File: src/rtl/shift_engine_pkg.sv
// Shared types for the framed serialiser/deserialiser.
package shift_engine_pkg;

  typedef enum logic {SE_IDLE, SE_RUN} se_state_t;

  typedef enum logic {SE_PISO = 1'b0, SE_SIPO = 1'b1} se_mode_t;

endpackage

File: src/rtl/shift_core.sv
// WIDTH-bit shift register with parallel load and run-time shift direction.
module shift_core
  import shift_engine_pkg::*;
#(
  parameter int unsigned WIDTH = 8
) (
  input  logic             clk,
  input  logic             rst,
  input  logic             load,
  input  logic [WIDTH-1:0] load_val,
  input  logic             shift_en,
  input  logic             msb_first,
  input  logic             sin,
  output logic [WIDTH-1:0] q,
  output logic             tap_msb,
  output logic             tap_lsb
);

  logic [WIDTH-1:0] reg_q, reg_d;

  // Load wins over shift so a start coinciding with a strobe is not counted.
  always_comb begin
    reg_d = reg_q;
    if (load) begin
      reg_d = load_val;
    end else if (shift_en) begin
      if (msb_first) reg_d = {reg_q[WIDTH-2:0], sin};
      else           reg_d = {sin, reg_q[WIDTH-1:1]};
    end
  end

  always_ff @(posedge clk) begin
    if (rst) reg_q <= '0;
    else     reg_q <= reg_d;
  end

  assign q       = reg_q;
  assign tap_msb = reg_q[WIDTH-1];
  assign tap_lsb = reg_q[0];

endmodule

File: src/rtl/shift_engine.sv
// Framed PISO/SIPO engine: run-time direction and mode, baud-strobe gated,
// bit counting and a one-cycle done pulse after the last shift.
module shift_engine
  import shift_engine_pkg::*;
#(
  parameter int unsigned WIDTH      = 8,
  parameter logic        IDLE_LEVEL = 1'b1
) (
  input  logic                       clk,
  input  logic                       rst,
  input  logic                       start,
  input  logic                       mode,
  input  logic                       msb_first,
  input  logic [WIDTH-1:0]           data_in_p,
  input  logic                       data_in_s,
  input  logic                       shift,
  input  logic                       abort,
  output logic                       ready,
  output logic                       busy,
  output logic                       done,
  output logic [WIDTH-1:0]           data_out_p,
  output logic                       data_out_s,
  output logic [$clog2(WIDTH+1)-1:0] bit_cnt
);

  localparam int unsigned          CW       = $clog2(WIDTH + 1);
  localparam logic [CW-1:0]        LAST_CNT = CW'(WIDTH - 1);

  se_state_t        state_q, state_d;
  se_mode_t         mode_q, mode_d;
  logic             msb_q, msb_d;
  logic [CW-1:0]    cnt_q, cnt_d;
  logic             done_q, done_d;

  logic             core_load;
  logic [WIDTH-1:0] core_load_val;
  logic             core_shift;
  logic             core_dir;
  logic             tap_msb, tap_lsb;

  always_comb begin
    state_d       = state_q;
    mode_d        = mode_q;
    msb_d         = msb_q;
    cnt_d         = cnt_q;
    done_d        = 1'b0;
    core_load     = 1'b0;
    core_load_val = '0;
    core_shift    = 1'b0;
    core_dir      = msb_q;
    unique case (state_q)
      SE_IDLE: begin
        if (start) begin
          state_d       = SE_RUN;
          mode_d        = se_mode_t'(mode);
          msb_d         = msb_first;
          cnt_d         = '0;
          core_load     = 1'b1;
          core_load_val = (se_mode_t'(mode) == SE_PISO) ? data_in_p : '0;
        end
      end
      SE_RUN: begin
        // Abort clears through the load path and overrides any strobe.
        if (abort) begin
          state_d   = SE_IDLE;
          cnt_d     = '0;
          core_load = 1'b1;
        end else if (shift) begin
          core_shift = 1'b1;
          cnt_d      = cnt_q + 1'b1;
          if (cnt_q == LAST_CNT) begin
            state_d = SE_IDLE;
            done_d  = 1'b1;
          end
        end
      end
      default: state_d = SE_IDLE;
    endcase
  end

  always_ff @(posedge clk) begin
    if (rst) begin
      state_q <= SE_IDLE;
      mode_q  <= SE_PISO;
      msb_q   <= 1'b0;
      cnt_q   <= '0;
      done_q  <= 1'b0;
    end else begin
      state_q <= state_d;
      mode_q  <= mode_d;
      msb_q   <= msb_d;
      cnt_q   <= cnt_d;
      done_q  <= done_d;
    end
  end

  shift_core #(.WIDTH(WIDTH)) u_core (
    .clk       (clk),
    .rst       (rst),
    .load      (core_load),
    .load_val  (core_load_val),
    .shift_en  (core_shift),
    .msb_first (core_dir),
    .sin       (data_in_s),
    .q         (data_out_p),
    .tap_msb   (tap_msb),
    .tap_lsb   (tap_lsb)
  );

  assign busy       = (state_q == SE_RUN);
  assign ready      = ~busy;
  assign done       = done_q;
  assign bit_cnt    = cnt_q;
  assign data_out_s = (state_q == SE_RUN && mode_q == SE_PISO)
                      ? (msb_q ? tap_msb : tap_lsb) : IDLE_LEVEL;

endmodule

File: config.mk
export PLATFORM = sky130hd
export DESIGN_NAME = shift_engine
export DESIGN_NICKNAME = d
export VERILOG_FILES = /design/src/rtl/shift_engine_pkg.sv /design/src/rtl/shift_core.sv /design/src/rtl/shift_engine.sv
export SDC_FILE = /design/constraint.sdc
export NUM_CORES = 1
export LEC_CHECK = 0
export CORE_ASPECT_RATIO = 1.25
export CORE_MARGIN = 1.5
export CORE_UTILIZATION = 48
export DETAILED_ROUTE_END_ITERATION = 10
export HOLD_SLACK_MARGIN = 0.05
export PLACE_DENSITY = 0.82
export SLEW_MARGIN = 25
export SYNTH_ARGS = -nofsm -noshare
export SYNTH_HDL_FRONTEND = slang
export SYNTH_HIERARCHICAL = 1
export SYNTH_SLANG_ARGS = --single-unit
File: constraint.sdc
create_clock -name clk -period 4.31 [get_ports clk]
set_input_delay 0.862 -clock clk [delete_from_list [all_inputs] [get_ports clk]]
set_output_delay 0.862 -clock clk [all_outputs]
set_load 0.03 [all_outputs]
-- Word-level counts from Yosys, hierarchy flattened
Cells that the tools add are included.
Widths: inputs -> output; s select.
- memories kept: 0
- register bits: 16
- ROM bits: 0
- bits in writable memories: 0
- input port bits: 16
- latch bits: 0
- output and inout bits: 16
- order comparisons: 0
- bitwise operators: 3
- $mul: 0
- shift-type cells: 0
- reductions and logical operators: 5
- div/mod/pow operators: 0
- equal/unequal tests: 3
- add/sub/neg operators: 1
- muxes and demuxes: 23
- operators by type and width (cell ; count):
    $mux 8 ; 6
    $mux 4 ; 3
    $mux 1 ; 11
    $pmux 4 s2 ; 1
    $add 4x1->4 const B ; 1
    $eq 4x3->1 const B ; 1
    $pmux 1 s2 ; 2
    $reduce_and 2->1 ; 2
    $reduce_or 4->1 ; 1
    $ne 3x3->1 const B ; 1
    $not 1->1 ; 3
    $ne 2x2->1 const B ; 1
    $reduce_bool 2->1 ; 1
    $logic_and 1x1->1 ; 1

-- Depth between registers and ports, before layout
- depth after elaboration: 5
- gate-level depth with buffers: 6
- gate-level depth less buffers: 5

-- Cells and area by module
The synthesis kept the hierarchy.
- modules (own cells, without submodules) (module ; cells each ; instances ; area each (sq um)):
    shift_core ; 47 ; 1 ; 496.7
    shift_engine ; 52 ; 1 ; 465.4

-- Least setup slack after synthesis
No wires, ideal clock.
- path kind: register to output
- start point: register state_q, in the netlist busy
- end point: output data_out_s
- arrival: 1.412 ns
- slack: 2.036 ns
- required time: 3.448 ns
- stages on the path, launching flop included: 3
- cell sequence: dfxtp_1 > inv_1 > or3_1
- cells in the longest elaborated chain, start to end: 2
- RTL lines (what ; line ; RTL):
    start, declared ; shift_engine.sv:29 ; se_state_t state_q, state_d;
    start signal, assigned ; shift_engine.sv:89 ; state_q <= state_d;
    $logic_and 1x1->1 ; shift_engine.sv:114 ; assign data_out_s = (state_q == SE_RUN && mode_q == SE_PISO)
    $mux 1 ; shift_engine.sv:115 ; ? (msb_q ? tap_msb : tap_lsb) : IDLE_LEVEL;
    end, declared ; shift_engine.sv:22 ; output logic data_out_s,
No other way between the ends.

-- Worst setup path in the final report
- start point: register msb_q, in the netlist core_dir
- end point: output data_out_s
- cells in the longest elaborated chain, start to end: 2
- RTL lines (what ; line ; RTL):
    start, declared ; shift_engine.sv:31 ; logic msb_q, msb_d;
    start signal, assigned ; shift_engine.sv:91 ; msb_q <= msb_d;
    $mux 1 (2 in series) ; shift_engine.sv:115 ;
No other way between the ends.

==> results.cfg <==
[cells_and_area]
fill_cells = 165
nets = 144
finish.utilization_pct = 69.02
synthToLayoutAreaGrowth_pct = 31.21
drive_gt1_share_pct = 10.40
antenna_cells = 0
fin_cells = 144

[clock_tree]
cts_max_level = 1
cts-root-buf = clkbuf_4
ctsLongestPathBuffers = 2
clk_latency_ns = 0.28
cts_resized = 0
cts_setup_buffers = 0
cts_buffers = 3
ctsHoldBuffers = 0
clk_pin_slew_ns = 0.09
tritoncts = yes
clock-sinks = 16

[worst_setup_path]
cp-end-kind = output pin
required_ns = 3.45
reg2reg_from = busy
critical_path.top_delay_family = flip-flops
critPathLaunchType = register
critPathBufInv = 1
worstPathMaxFanout = 10
cp_slowest_cell = dfxtp_1
slowest_delay_ns = 0.66
arrival_ns = 2.24
reg2reg_depth = 4
r2r-end = u_core/q[4]
path_cells = mux2_2, or3_1, clkdlybuf4s50_1
crit_start = core_dir
reg2reg_slack_ns = 2.37
critPathKind = register to output pin

[timing]
fmax_mhz = 322.7
slew_headroom_pct = 45.24
min_period_ns = 3.099
fin_crit_sh_pct = 71.90
rsz0062_at_grt = no
tightest_slew_ns = 0.8188
finalSetupViolations = 0
finalMaxSlewViolations = 0
skew_ns = 0.001316
final.setup.tns_ns = 0
hold_viol = 0

[power]
p_leak_nw = 0.4359
peakVddDrop_mv = 0.1535
power.density_mw_per_mm2 = 239.8

[floorplanning]
start_util_pct = 52.60
rows = 17
die_x_um = 43.05
dieArea_mm2 = 0.002284
ios = 32
coreArea_mm2 = 0.001829
die_h_um = 53.06

[logic_synthesis]
ys.flop_type = dfxtp_1
synth_cell_type_count = 32
yosys_register_bits = 16
syn_inst = 99
synth_area_um2 = 962.2
synth_top_area_share_pct = 33.29
yosysTopAreaCell = dfxtp_1
ys_seq_area_share_pct = 33.29
synth.area.top_cells = dfxtp_1, mux2i_1, and2_1
syn_nets = 116
avgSynthCellArea_um2 = 9.719
async_flop_share_pct = 0
synth_edf_count = 0
ys_warn_count = 6

[place]
gp_congestion = 0.7874
post-dp-hpwl_mm = 1.533
placed_cells = 141
io_buffers = 31

[flow_run]
drv_cap = 0

[routing]
post_drt_wl_per_cell_um = 15.00
drcViolationCount = 0
drtIter0Drc = 15
firstDrtPassIters = 4
wl_mm = 2.160
vias = 863
viasPerCell = 5.993
ant_nets = 0

[min_path]
hold_class = register to register
hold_depth = 2
hp-start = mode_q
hold_end = mode_q

[grt]
antenna_found_initial = 0
grt_max_degree = 28
grtUsageTotal_pct = 19.77
grt_pass1_wl_mm = 3.374
grt_pass1_vias = 776
overflow = 0

[outcome]
status = complete, no violations
## worst max path at each step
stage / cells after the start / end / slack (ns)
after global placement: 3 / data_out_s / 1.57
after floorplan: 2 / data_out_s / 2.04
after global routing: 3 / data_out_s / 1.13
after detailed placement: 3 / data_out_s / 1.54
after CTS: 3 / data_out_s / 1.21
final: 3 / data_out_s / 1.21
## report_power, final
group	leakage (nW)	internal [mW]	switching, mW
sequential	0.130	0.152	0.00663
clock	0.0138	0.0325	0.0472
combinational	0.292	0.0330	0.0314
## layout make-up
type / count / area (um^2) / area share [%]
Inverter: 3 / 11.26 / 0.8920
Timing Repair Buffer: 31 / 310.3 / 24.58
Sequential cell: 16 / 320.3 / 25.37
Clock buffer: 3 / 22.52 / 1.784
Tap cell: 19 / 23.77 / 1.883
Multi-Input combinational cell: 72 / 574.3 / 45.49
## registers in the layout (all words and copies together) (netlist names)
register and flops:
u_core/q 8, bit_cnt 4, busy 1, core_dir 1, done 1, mode_q 1
## worst reg2reg max path, cell delays in order (launching register included)
cell and delay, ns:
dfxtp_1 0.47, mux2i_4 0.32, inv_1 0.24, or4b_2 0.73, o221ai_1 0.09
## layout by cell type (no fill, tap or decap), drive strengths merged, types with 2 or more instances in the layout
| cell | netlist | routed |
|---|---|---|
| nand3b | 4 | 4 |
| nand2 | 8 | 8 |
| or4b | 8 | 8 |
| and2 | 8 | 8 |
| or3b | 3 | 3 |
| clkdlybuf4s50 | 0 | 31 |
| nor2 | 5 | 5 |
| o221ai | 7 | 7 |
| inv | 3 | 3 |
| clkbuf | 0 | 3 |
| mux2i | 13 | 13 |
| a21oi | 2 | 2 |
| o21ai | 2 | 2 |
| dfxtp | 16 | 16 |
## synthesized netlist by cell type, drive strengths merged, types with 2 or more instances
cell and instances:
dfxtp 16, mux2i 13, and2 8, buf 8
nand2 8, or4b 8, o221ai 7, nor2 5
nand3b 4, inv 3, or3b 3, a21oi 2
o21ai 2
## layer usage
layer  GRT usage [%]  share of wire [%]
met1           24.84                 47
met2           33.08                 48
met3           2.048                3.9
met4           10.61                1.4
met5               0                  0
## stage by stage
stage	power [mW]	setup slack [ns]	area (um^2)	hold slack, ns
3_5_place_dp	0.2264	1.536	1240	0.4936
5_1_grt	0.3161	1.133	1262	0.5222
6_report	0.3027	1.211	1262	0.5063
2_1_floorplan	0.1999	2.036	962.2	0.4565
3_3_place_gp	0.2254	1.568	1240	0.4704
4_1_cts	0.3055	1.213	1262	0.5154
## logic make-up (layout without fill, tap and decap cells)
family                   after synthesis  after routing  synth area share (%)
AND/OR/NAND/NOR                       42             42                 28.87
adder cells (fa/ha/maj)                1              1                 1.300
multiplexers                          14             14                 16.00
flip-flops                            16             16                 33.29
AO/OA/AOI/OAI                         15             15                 13.52
buffers and inverters                 11             37                 7.021
Power figures use the tool's default switching activity.
